$ cat src/rtl/vga_pkg.sv
// Shared definitions for the VGA raster timing generator: FSM encoding,
// default 640x480@60 timing and sync polarity constants.
package vga_pkg;

  typedef enum logic [1:0] {
    ST_IDLE  = 2'd0,
    ST_RUN   = 2'd1,
    ST_DRAIN = 2'd2
  } vga_state_e;

  localparam int unsigned DEF_H_ACTIVE = 640;
  localparam int unsigned DEF_H_FP     = 16;
  localparam int unsigned DEF_H_SYNC   = 96;
  localparam int unsigned DEF_H_BP     = 48;
  localparam int unsigned DEF_V_ACTIVE = 480;
  localparam int unsigned DEF_V_FP     = 10;
  localparam int unsigned DEF_V_SYNC   = 2;
  localparam int unsigned DEF_V_BP     = 33;

  localparam logic POL_LOW  = 1'b0;
  localparam logic POL_HIGH = 1'b1;

endpackage

$ cat src/rtl/vga_axis_counter.sv
// One raster axis: counter over active/front porch/sync/back porch.
// Region flags decode count_next so the top can register them in step with count.
module vga_axis_counter
  import vga_pkg::*;
#(
  parameter int unsigned ACTIVE = DEF_H_ACTIVE,
  parameter int unsigned FP     = DEF_H_FP,
  parameter int unsigned SYNC   = DEF_H_SYNC,
  parameter int unsigned BP     = DEF_H_BP,
  parameter logic        POL    = POL_LOW,
  localparam int unsigned TOTAL = ACTIVE + FP + SYNC + BP,
  localparam int unsigned W     = $clog2(TOTAL)
) (
  input  logic         in_clock,
  input  logic         in_reset_n,
  input  logic         advance,
  input  logic         clear,
  output logic [W-1:0] count,
  output logic [W-1:0] count_next,
  output logic         wrap,
  output logic         in_active,
  output logic         sync
);

  localparam logic [W-1:0] LAST       = W'(TOTAL - 1);
  localparam logic [W-1:0] ACT_END    = W'(ACTIVE);
  localparam logic [W-1:0] SYNC_START = W'(ACTIVE + FP);
  localparam logic [W-1:0] SYNC_END   = W'(ACTIVE + FP + SYNC);

  if (ACTIVE == 0 || FP == 0 || SYNC == 0 || BP == 0) begin : g_bad_width
    $error("vga_axis_counter: every region width must be non-zero");
  end

  assign wrap = (count == LAST);

  always_comb begin
    count_next = count;
    if (clear) begin
      count_next = '0;
    end else if (advance) begin
      count_next = wrap ? '0 : count + 1'b1;
    end
  end

  assign in_active = (count_next < ACT_END);
  assign sync      = ((count_next >= SYNC_START) && (count_next < SYNC_END)) ? POL : ~POL;

  always_ff @(posedge in_clock or negedge in_reset_n) begin
    if (!in_reset_n) begin
      count <= '0;
    end else begin
      count <= count_next;
    end
  end

endmodule

$ cat src/rtl/vga_timing_gen.sv
// Parametrised VGA timing generator: enable FSM (start on frame boundary, drain to
// frame end), registered zero-lag raster outputs, line/frame ticks and frame counter.
module vga_timing_gen
  import vga_pkg::*;
#(
  parameter int unsigned H_ACTIVE = DEF_H_ACTIVE,
  parameter int unsigned H_FP     = DEF_H_FP,
  parameter int unsigned H_SYNC   = DEF_H_SYNC,
  parameter int unsigned H_BP     = DEF_H_BP,
  parameter int unsigned V_ACTIVE = DEF_V_ACTIVE,
  parameter int unsigned V_FP     = DEF_V_FP,
  parameter int unsigned V_SYNC   = DEF_V_SYNC,
  parameter int unsigned V_BP     = DEF_V_BP,
  parameter logic        H_POL    = POL_LOW,
  parameter logic        V_POL    = POL_LOW,
  parameter int unsigned FRAME_W  = 8,
  localparam int unsigned H_TOTAL = H_ACTIVE + H_FP + H_SYNC + H_BP,
  localparam int unsigned V_TOTAL = V_ACTIVE + V_FP + V_SYNC + V_BP,
  localparam int unsigned X_W     = $clog2(H_TOTAL),
  localparam int unsigned Y_W     = $clog2(V_TOTAL)
) (
  input  logic               in_clock,
  input  logic               in_reset_n,
  input  logic               in_strobe,
  input  logic               in_enable,
  output logic               out_hsync,
  output logic               out_vsync,
  output logic               out_blank,
  output logic               out_active,
  output logic               out_line,
  output logic               out_screen,
  output logic [X_W-1:0]     out_x,
  output logic [Y_W-1:0]     out_y,
  output logic [FRAME_W-1:0] out_frame,
  output vga_state_e         out_state
);

  localparam logic [Y_W-1:0] Y_LAST_ACTIVE = Y_W'(V_ACTIVE - 1);

  vga_state_e     state, state_next;
  logic [X_W-1:0] h_count, h_next;
  logic [Y_W-1:0] v_count, v_next;
  logic           h_wrap, v_wrap, h_act, v_act, h_sync, v_sync;
  logic           advance, clear, line_wrap, frame_wrap, running_next;
  logic           unused_counts;

  assign clear      = (state == ST_IDLE);
  assign advance    = in_strobe && !clear;
  assign line_wrap  = advance && h_wrap;
  assign frame_wrap = line_wrap && v_wrap;

  vga_axis_counter #(
    .ACTIVE(H_ACTIVE), .FP(H_FP), .SYNC(H_SYNC), .BP(H_BP), .POL(H_POL)
  ) u_h_axis (
    .in_clock(in_clock), .in_reset_n(in_reset_n), .advance(advance), .clear(clear),
    .count(h_count), .count_next(h_next), .wrap(h_wrap), .in_active(h_act), .sync(h_sync)
  );

  vga_axis_counter #(
    .ACTIVE(V_ACTIVE), .FP(V_FP), .SYNC(V_SYNC), .BP(V_BP), .POL(V_POL)
  ) u_v_axis (
    .in_clock(in_clock), .in_reset_n(in_reset_n), .advance(line_wrap), .clear(clear),
    .count(v_count), .count_next(v_next), .wrap(v_wrap), .in_active(v_act), .sync(v_sync)
  );

  // Registered counts are only consumed inside the axis counters.
  assign unused_counts = ^{h_count, v_count};

  always_comb begin
    state_next = state;
    case (state)
      ST_IDLE:  if (in_enable) state_next = ST_RUN;
      ST_RUN:   if (!in_enable) state_next = ST_DRAIN;
      ST_DRAIN: begin
        if (in_enable) state_next = ST_RUN;
        else if (frame_wrap) state_next = ST_IDLE;
      end
      default:  state_next = ST_IDLE;
    endcase
  end

  assign running_next = (state_next != ST_IDLE);

  always_ff @(posedge in_clock or negedge in_reset_n) begin
    if (!in_reset_n) begin
      state      <= ST_IDLE;
      out_hsync  <= ~H_POL;
      out_vsync  <= ~V_POL;
      out_blank  <= 1'b1;
      out_active <= 1'b0;
      out_line   <= 1'b0;
      out_screen <= 1'b0;
      out_x      <= '0;
      out_y      <= '0;
      out_frame  <= '0;
    end else begin
      state      <= state_next;
      out_hsync  <= running_next ? h_sync : ~H_POL;
      out_vsync  <= running_next ? v_sync : ~V_POL;
      out_active <= running_next && h_act && v_act;
      out_blank  <= !(running_next && h_act && v_act);
      // Ticks fire from the wrapping edge even when it also ends a drain.
      out_line   <= line_wrap;
      out_screen <= frame_wrap;
      out_x      <= (running_next && h_act) ? h_next : '0;
      out_y      <= !running_next ? '0 : (v_act ? v_next : Y_LAST_ACTIVE);
      if (frame_wrap) begin
        out_frame <= out_frame + 1'b1;
      end
    end
  end

  assign out_state = state;

endmodule

$ cat config.mk
export PLATFORM = sky130hd
export DESIGN_NAME = vga_timing_gen
export DESIGN_NICKNAME = d
export VERILOG_FILES = /design/src/rtl/vga_pkg.sv /design/src/rtl/vga_axis_counter.sv /design/src/rtl/vga_timing_gen.sv
export SDC_FILE = /design/constraint.sdc
export NUM_CORES = 1
export LEC_CHECK = 0
export CORE_MARGIN = 3
export CORE_UTILIZATION = 25
export CTS_BUF_LIST = sky130_fd_sc_hd__clkbuf_4 sky130_fd_sc_hd__clkbuf_8
export DETAILED_ROUTE_END_ITERATION = 16
export GPL_ROUTABILITY_DRIVEN = 0
export PLACE_DENSITY_LB_ADDON = 0.2
export SYNTH_ARGS = -nofsm -noshare
export SYNTH_HDL_FRONTEND = slang
export SYNTH_SLANG_ARGS = --single-unit
$ cat constraint.sdc
create_clock -name in_clock -period 3 [get_ports in_clock]
set_clock_uncertainty 0.1 [all_clocks]
set_input_delay 0.45 -clock in_clock [delete_from_list [all_inputs] [get_ports in_clock]]
set_output_delay 0.45 -clock in_clock [all_outputs]
set_load 0.02 [all_outputs]
==> impl_metrics.tcl, run 1 <==
set metrics [dict create \
    timing.critical_path.arrival_ps 2810 \
    cp_slowest_stage_delay_ps 560 \
    routed_antenna_nets 0 \
    totalWireLength_um 5643 \
    worst_setup_path_start_kind "flip-flop" \
    root_buffer "clkbuf_8" \
    clkSinkCount 56 \
    unrepaired_setup_endpoints_after_global_routing "false" \
    cts-buffers-inserted 5 \
    place_hpwl_um 4131 \
    ys_async_sr_fraction_pct 100.0 \
    yosys-top-cells-area "dfrtp_1 (52%), xnor2_1 (4.8%), dfstp_2 (3.1%), xor2_1 (3.1%), nand2_1 (2.9%)" \
    clock_path_buffers 2 \
    grt_antenna_before_repair 0 \
    max_slew_margin_pct 57.60 \
    power_leakage_nw 1.462 \
    cts-hold-fix-buffers 0 \
    yosys_warnings 0 \
    crit_path_max_fo 7 \
    synth_common_cells "dfrtp_1 (53), nand2_1 (20), nor2_1 (19)" \
    cp.depth 7 \
    synth_nets 249 \
    dr.first_iter.drc_count 52 \
    post-cts-setup-buffers 0 \
    synth_area_leader_cell "dfrtp_1" \
    area_growth_syn_to_layout_pct 29.32 \
    syn_area_per_cell_sq_um 10.57 \
    synth-seq-area-share_pct 55.16 \
    fp.dieH_um 106.9 \
    synth_edf_count 0 \
    timing_max_transition_violations_final 0 \
    timing_worst_setup_path_type "reg2reg" \
    grt_pass1_vias 1944 \
    rows 36 \
    cp_data_required_time_ps 3110 \
    layout-drive-gt1-share_pct 12.84 \
    die_area_sq_um 11440 \
    clock_tree.htree_level_count 2 \
    route.detailed.wl_per_inst_um 13.15 \
    yosys-mux-area-fraction_pct 1.277 \
    run_status "finished, final reports clean" \
    tightest_slew_ps 630.2 \
    syn-instance-count 241 \
    min_period_over_period_pct 89.98 \
    min-delay-path-class "in2async" \
    synthSimpleGateAreaFrac_pct 21.56 \
    route.vias.total 1860 \
    globalRouteTotalUtil_pct 10.67 \
    crit_buf_inv 1 \
    via_per_inst 4.336 \
    synth.lib_cells_used.distinct 45 \
    drcViolationCount 0 \
    grt_start_max_net_pins 57 \
    report.final.hold_viol_count 0 \
    worstSetupEndpointType "flip-flop" \
    power.density_nw_per_um2 414.3 \
    pin_count 40 \
    drv.max_cap_violation_count 0 \
    clk_latency_ps 310 \
    layout_min_cycle_time_ps 2699 \
    start_util_pct 25.94 \
    cell_area_after_synthesis_sq_um 2547 \
    setup_viol_count_final 0 \
    final.setup.tns_ps 0 \
    fp.dieW_um 106.9 \
    comb_power_share_pct 9.0 \
    first_pass_grt_wire_length_um 9577 \
    grt-ovfl-total 0 \
    insertedDiodeCount 0 \
    synth-seq-cells 56 \
    cp_cell_sequence "or3b_4, or4_1, or3_1, a21o_1, clkinv_2, a41oi_4, and2_1" \
    synth_compound_area_share_pct 8.988 \
    tritoncts_clock_tree "done" \
    finalNetCount 303 \
    clkSlewWorstSetupHoldPaths_ps 100 \
    p_sw_uw 327.6 \
    critical_path.top_delay_family "simple AND/OR/NAND/NOR gates" \
    internal_power_mw 1.037 \
    totalPowerFinal_mw 1.365 \
    synth_top_family_by_area "simple AND/OR/NAND/NOR gates" \
    clock_power_share_pct 33.8 \
    numPortBuffers 39 \
    switching_share_pct 24.00 \
    synth_largest_type_area_fraction_pct 52.06 \
    post_cts_resized 0 \
    yosys_most_used_dff "dfrtp_1" \
    floorplan.core_area_sq_um 9819 \
    drt-pass1-iter-count 4 \
    seq_power_share_pct 57.2 \
    timing.reg2reg.worst_path_depth 7 \
    crit_slowest_cell "or4_1" \
    synth_fa_ha_area_share_pct 1.965 \
    power.ir.vdd_worst_mv 0.2062 \
    yosysMostFrequentCell "dfrtp_1" \
    max_clock_freq_ghz 0.3705 \
    post_synth_xor_area_fraction_pct 7.908 \
]
[sequential cells by signal, indices dropped and copies added, names as in the netlist]
| name | count |
|---|---|
| out_active | 1 |
| out_x | 10 |
| u_h_axis.count | 10 |
| out_screen | 1 |
| out_vsync | 1 |
| out_hsync | 1 |
| out_state | 2 |
| out_line | 1 |
| out_blank | 1 |
| u_v_axis.count | 10 |
| out_y | 10 |
| out_frame | 8 |
[layout by cell type (no fill, tap or decap), drive strengths merged, types with 3 or more instances in the layout]
cell            n
dfrtp          53
clkdlybuf4s50  38
nand2          20
nor2           19
buf            15
xnor2          14
a21oi          14
inv            12
nand4           9
xor2            9
nor4            9
nor3            9
nand3           8
clkbuf          8
nand2b          7
and2            5
a21o            4
ha              4
o21ai           4
or3             3
dfstp           3
[worst paths after layout]
kind,end,slack (ps),from
min reg2reg,out_frame[7]$_DFFE_PN0P_,380,out_frame[7]$_DFFE_PN0P_
min,out_x[7]$_DFF_PN0_,20,in_reset_n
max in group asynchronous,out_vsync$_DFF_PN1_,2470,in_reset_n
min in group in_clock,out_frame[7]$_DFFE_PN0P_,380,out_frame[7]$_DFFE_PN0P_
max reg2reg,out_active$_DFF_PN0_,300,u_h_axis.count[6]$_DFF_PN0_
max,out_active$_DFF_PN0_,300,u_h_axis.count[6]$_DFF_PN0_
[routing by layer]
metal	vias up	global-route usage, %	part of all wire (%)
met2	29	17.45	47
met5	-	0	0
met4	0	3.836	1.4
met1	889	13.97	48
met3	7	2.228	3.5
li1	935	-	-
[through the flow]
step / utilization [%] / cell area [sq um] / setup slack (ps) / instances / hold WS [ps]
floorplan: - / 2547 / 462.5 / 241 / 54.41
finish: 33.55 / 3294 / 300.7 / 429 / 16.90
global route: 33.55 / 3294 / 178.7 / 429 / 41.40
detailed placement: 32.49 / 3191 / 85.48 / 421 / 367.1
CTS: 33.55 / 3294 / 287.9 / 429 / 27.16
global placement: 32.49 / 3191 / 64.80 / 421 / 362.5
[power groups by stage]
stage / clock [mW] / combinational [mW] / sequential, mW
finish: 0.462 / 0.123 / 0.780
floorplan: 0 / 0.0471 / 0.807
global route: 0.505 / 0.137 / 0.784
global placement: 0 / 0.126 / 0.796
detailed placement: 0 / 0.127 / 0.796
CTS: 0.484 / 0.127 / 0.781
[logic make-up after synthesis]
group	count (synthesis)
fa+ha+maj	4
compound gates	33
buf+inv	19
other cells	1
flops	56
xor+xnor	23
mux	3
simple gates	102
[cell type report]
cell class / count / area, sq um
multi-input combinational: 166 / 1066
inverter: 13 / 50.05
sequential: 56 / 1405
fill: 1055 / 6525
clock buffer: 8 / 103.9
tap: 133 / 166.4
timing repair buffer: 53 / 503.0
(Power assumes the default switching activity.)
==> run 2: changes to the inputs <==
- CORE_UTILIZATION: 25 -> 56
- SYNTH_HIERARCHICAL: default -> 1
==> run 2 against run 1 <==
Combinational power decreased by 7%. Maximum frequency is essentially flat. Synthesized cell count rose by 0.41%. Critical path depth increased by 4. Worst hold slack gained 370 ps. Clock-buffer cell count stayed put. Utilization grew 40 points. Worst setup slack better by 1.6 ps. Largest power group unchanged.
==> impl_metrics.tcl, run 2 <==
set metrics [dict create \
    run_status "finished, final reports clean" \
    route.detailed.wl_per_inst_um 14.69 \
    clkSinkCount 56 \
    p_sw_uw 307.0 \
    clock_tree.htree_level_count 2 \
    dr.first_iter.drc_count 83 \
    route.vias.total 1902 \
    cell_area_after_synthesis_sq_um 2631 \
    cp_data_required_time_ps 3090 \
    crit_path_max_fo 12 \
    timing.critical_path.arrival_ps 2790 \
    cts-buffers-inserted 5 \
    place_hpwl_um 3665 \
    seq_power_share_pct 58.3 \
    layout-drive-gt1-share_pct 13.85 \
    pin_count 40 \
    via_per_inst 5.466 \
    clk_latency_ps 300 \
    grt_pass1_vias 1941 \
    rows 24 \
    worstSetupEndpointType "flip-flop" \
    post-route-cell-area_sq_um 3267 \
    globalRouteTotalUtil_pct 20.58 \
    final_critical_path_setup_slack_ps 302.3 \
    ys_async_sr_fraction_pct 100.0 \
    synth_largest_type_area_fraction_pct 50.40 \
    layout.cells.most_common "dfrtp_1" \
    root_buffer "clkbuf_8" \
    place_area_sq_um 3134 \
    die_area_sq_um 5557 \
    power_leakage_nw 1.501 \
    drcViolationCount 0 \
    tightest_slew_ps 619.0 \
    grt-ovfl-total 0 \
    min_period_over_period_pct 89.92 \
    synth_area_leader_cell "dfrtp_1" \
    synth_edf_count 0 \
    worst_setup_path_start_kind "flip-flop" \
    yosys_most_used_dff "dfrtp_1" \
    synth_nets 250 \
    finalNetCount 303 \
    timing_max_transition_violations_final 0 \
    totalWireLength_um 5113 \
    layout_min_cycle_time_ps 2698 \
    highest_count_cells_in_the_layout_ignoring_fill_and_taps "dfrtp_1 (53), clkdlybuf4s50_1 (38), nor2_1 (30)" \
    setup_viol_count_final 0 \
    clkSlewWorstSetupHoldPaths_ps 90 \
    final_cell_count_no_fill 348 \
    dp_worst_setup_slack_ps -123.1 \
    area_growth_syn_to_layout_pct 24.16 \
    power.density_nw_per_um2 410.5 \
    fp.dieW_um 74.55 \
    report.final.hold_viol_count 0 \
    comb_power_share_pct 8.6 \
    insertedDiodeCount 0 \
    numPortBuffers 39 \
    grt_antenna_before_repair 0 \
    grt_start_max_net_pins 23 \
    syn_area_per_cell_sq_um 10.87 \
    routed_antenna_nets 0 \
    synth-seq-area-share_pct 53.40 \
    post-place-cells 339 \
    internal_power_mw 1.034 \
    post-cts-setup-buffers 0 \
    drt-pass1-iter-count 4 \
    synth-seq-cells 56 \
    syn-instance-count 242 \
    max_slew_margin_pct 58.74 \
    final.setup.tns_ps 0 \
    power.ir.vdd_worst_mv 0.3039 \
    min-delay-path-class "reg2reg" \
    fp.dieH_um 74.55 \
    yosys-top-cells-area "dfrtp_1 (50%), xnor2_1 (4.3%), xor2_1 (4.3%), nor2_1 (4.3%), and3_1 (3.3%)" \
    floorplan.core_area_sq_um 4444 \
    switching_share_pct 22.90 \
    start_util_pct 59.21 \
    yosys_warnings 6 \
    first_pass_grt_wire_length_um 8887 \
    totalPowerFinal_mw 1.341 \
    drv.max_cap_violation_count 0 \
    synth.lib_cells_used.distinct 46 \
    clock_power_share_pct 33.1 \
    unrepaired_setup_endpoints_after_global_routing "false" \
    timing_worst_setup_path_type "reg2reg" \
    tritoncts_clock_tree "done" \
    synth_common_cells "dfrtp_1 (53), nor2_1 (30), inv_1 (16)" \
    yosysMostFrequentCell "dfrtp_1" \
    clock_path_buffers 2 \
    max_clock_freq_ghz 0.3707 \
]
-- run 2: cell types whose count changed in the layout (fill, tap and decap cells not counted), moves of 5 or more --
cell / delta
and3_1: +12
nand2_1: -11
nor2_1: +11
nor4_1: -7
and2_1: -5
nand2b_1: -5
-- run 2: stage by stage --
step                      hold WS (ps)  util (%)
after floorplan                  54.41         -
after global placement           290.2     70.52
after detailed placement         295.7     70.52
after CTS                        392.4     73.17
after global routing             399.6     73.51
final                            390.8     73.51
-- run 2: metal layers --
layer / wire [um] / vias to the layer above / global-route usage, % / share of wire (%)
li1: - / 933 / - / -
met1: 2401 / 914 / 27.56 / 47
met2: 2523 / 53 / 34.44 / 49
met3: 163 / 2 / 3.514 / 3.2
met4: 25 / 0 / 6.126 / 0.49
met5: 0 / - / 0 / 0
-- run 2: power groups by stage --
stage | logic, mW | registers [mW] | clock network (mW)
after floorplan | 0.0501 | 0.806 | 0
after global placement | 0.110 | 0.796 | 0
after detailed placement | 0.113 | 0.797 | 0
after CTS | 0.116 | 0.783 | 0.456
after global routing | 0.127 | 0.785 | 0.485
final | 0.115 | 0.782 | 0.444
-- run 2: cells by family after synthesis --
kind of cell | count (synthesis) | synth area share (%)
xor+xnor | 26 | 8.654
simple gates | 99 | 21.54
mux | 6 | 2.758
fa+ha+maj | 4 | 1.902
compound gates | 25 | 6.895
buf+inv | 26 | 4.850
flops | 56 | 53.40
-- run 2: worst paths after layout --
path,start,end,slack [ps],cells after the start
setup reg to reg,u_h_axis/count[7]$_DFF_PN0_,out_y[5]$_DFF_PN0_,300,11
min in group asynchronous,in_reset_n,out_x[0]$_DFF_PN0_,500,2
setup / recovery,u_h_axis/count[7]$_DFF_PN0_,out_y[5]$_DFF_PN0_,300,11
hold reg to reg,out_frame[7]$_DFFE_PN0P_,out_frame[7]$_DFFE_PN0P_,390,1
hold / removal,out_frame[7]$_DFFE_PN0P_,out_frame[7]$_DFFE_PN0P_,390,1
max in group asynchronous,in_reset_n,out_vsync$_DFF_PN1_,1670,3
-- run 2: area by class of cell --
type,count,area [sq um]
Multi-Input combinational cell,160,1117
Clock buffer,8,103.9
Sequential cell,56,1405
Tap cell,52,65.06
Fill cell,323,1177
Timing Repair Buffer,56,515.5
Inverter,16,60.06
-- run 2: critical path, cell delays in order, from the launching register on --
cell	delay [ps]
dfrtp_1	440
nor3_1	300
nand3_1	130
nor2_1	190
nand2_1	80
nor2_1	140
nand3_1	170
buf_4	200
mux2i_1	130
o32ai_2	350
o21bai_4	190
and3_1	180
-- run 2: timing repair --
action / 4_1_cts / 5_1_grt
cloned: 0 / 0
gates resized for setup: 1 / 3
endpoints found under the setup margin: 12 / 22
hold buffers: 1 / 0
endpoints found under the hold margin: 15 / 0
==> run 3: changes to the inputs <==
- CORE_UTILIZATION: 56 -> 60
- DONT_BUFFER_PORTS: default -> 1
- RECOVER_POWER: default -> 100
==> run 3 against run 2 <==
Wire length is 3.4% lower. Clock power grew 25%. Cell count shrank 12%. Sequential power up 0.8%. Design area shrank 13%.
==> impl_metrics.tcl, run 3 (synthesis results as in run 2) <==
set metrics [dict create \
    top_usage_layer "met2" \
    final.setup.tns_ps 0 \
    fillers 308 \
    route.detailed.wl_per_inst_um 16.08 \
    finalNetCount 265 \
    fp.dieW_um 72.22 \
    grt_antenna_before_repair 0 \
    report.final.hold_viol_count 0 \
    drcViolationCount 0 \
    clock_path_buffers 2 \
    max_clock_freq_ghz 0.3630 \
    grt_start_max_net_pins 57 \
    grt.met2_usage_pct 29.52 \
    min-delay-path-class "in2reg" \
    place_hpwl_um 3300 \
    power.ir.vdd_worst_mv 0.3027 \
    worstSetupEndpointType "flip-flop" \
    layout_min_cycle_time_ps 2755 \
    layout.cells.most_common "dfrtp_1" \
    tightest_slew_ps 1294 \
    timing_worst_setup_path_type "reg2reg" \
    hold_path_depth 1 \
    power_leakage_nw 1.339 \
    via_per_inst 5.739 \
    routed_antenna_nets 0 \
    min_period_over_period_pct 91.82 \
    unrepaired_setup_endpoints_after_global_routing "false" \
    timing_max_transition_violations_final 0 \
    critical_path.reg2reg.endpoint "out_hsync$_DFF_PN1_" \
    rr_startpoint "out_state[1]$_DFF_PN0_" \
    drv.max_cap_violation_count 0 \
    floorplan.core_area_sq_um 4115 \
    timing.reg2reg.worst_path_depth 9 \
    clk_latency_ps 310 \
    post-place-cells 298 \
    clkSinkCount 56 \
    run_status "finished, final reports clean" \
    route.vias.total 1762 \
    rows 23 \
    pin_count 40 \
    place_area_sq_um 2746 \
    layout-drive-gt1-share_pct 11.28 \
    post-route-cell-area_sq_um 2856 \
    grt-ovfl-total 0 \
    timing.critical_path.arrival_ps 2890 \
    area_growth_syn_to_layout_pct 8.559 \
    worstHoldStart "in_enable" \
    insertedDiodeCount 0 \
    globalRouteTotalUtil_pct 19.95 \
    fp.dieH_um 72.22 \
    final_cell_count_no_fill 307 \
    use_met1_pct 28.86 \
    first_pass_grt_wire_length_um 8093 \
    cts-buffers-inserted 5 \
    worst_setup_path_start_kind "flip-flop" \
    crit_path_max_fo 5 \
    setup_viol_count_final 0 \
    totalPowerFinal_mw 1.432 \
    highest_count_cells_in_the_layout_ignoring_fill_and_taps "dfrtp_1 (53), nor2_1 (30), inv_1 (16)" \
    post-cts-setup-buffers 0 \
    power.density_nw_per_um2 501.4 \
    die_area_sq_um 5216 \
    dr.first_iter.drc_count 224 \
    r2r_slack_ps 250 \
    root_buffer "clkbuf_8" \
    fin_worst_hold_slack_ps 99.13 \
    tritoncts_clock_tree "done" \
    grt_pass1_vias 1694 \
    totalWireLength_um 4938 \
    hold_path_end "out_state[1]$_DFF_PN0_" \
    cp_data_required_time_ps 3130 \
    clkSlewWorstSetupHoldPaths_ps 90 \
    groute.layer.met3.usage_pct 5.402 \
    clock_tree.htree_level_count 2 \
    numPortBuffers 0 \
    drt-pass1-iter-count 4 \
    start_util_pct 63.94 \
    max_slew_margin_pct 13.73 \
]
-- run 3: report_power, final --
part | total [mW] | internal, mW | switching, mW
Clock | 0.557 | 0.328 | 0.229
Sequential | 0.788 | 0.768 | 0.0196
Combinational | 0.0873 | 0.0293 | 0.0581
Total | 1.43 | 1.13 | 0.307
-- run 3: what timing repair did --
action	4_1_cts	5_1_grt
endpoints found under the setup margin	0	22
gates resized for setup	0	2
hold endpoints to repair	56	0
hold buffers	2	0
-- run 3: critical path: stages, from the launching register on --
cell	delay, ps
dfrtp_1	500
nor2_1	120
nor2b_1	290
clkbuf_1	240
nand4_1	150
mux2_4	360
mux2_4	270
a222oi_1	370
nand4_1	130
nand2b_1	150
-- run 3: routing by layer --
layer / routed length [um] / share of wire (%)
met1: 2308 / 47
met5: 0 / 0
met2: 2271 / 46
met4: 57 / 1.2
met3: 300 / 6.1
-- run 3: area by class of cell --
class | count | area (sq um) | area share (%)
Timing Repair Buffer | 18 | 120.1 | 4.205
Clock inverter | 2 | 60.06 | 2.102
Clock buffer | 5 | 68.82 | 2.409
Sequential cell | 56 | 1405 | 49.19
Multi-Input combinational cell | 160 | 1080 | 37.80
Tap cell | 50 | 62.56 | 2.190
Inverter | 16 | 60.06 | 2.102
-- run 3: stage by stage --
| stage | setup WS (ps) | util [%] |
|---|---|---|
| floorplan | 362.9 | - |
| global placement | 54.61 | 66.74 |
| detailed placement | 57.79 | 66.74 |
| CTS | 3.767 | 70.78 |
| global route | 46.06 | 69.41 |
| finish | 245.3 | 69.41 |
-- run 3: how the worst max path moves through the flow --
stage                                 from                   to  slack [ps]  cells after the start
5_1_grt             out_state[1]$_DFF_PN0_  out_hsync$_DFF_PN1_          50                      9
6_report            out_state[1]$_DFF_PN0_  out_hsync$_DFF_PN1_         250                      9
3_5_place_dp        out_state[0]$_DFF_PN0_  out_blank$_DFF_PN1_          60                      8
3_3_place_gp        out_state[0]$_DFF_PN0_  out_blank$_DFF_PN1_          50                      8
4_1_cts             out_state[1]$_DFF_PN0_   out_x[1]$_DFF_PN0_           4                      8
2_1_floorplan  u_h_axis/count[5]$_DFF_PN0_   out_y[5]$_DFF_PN0_         360                     12
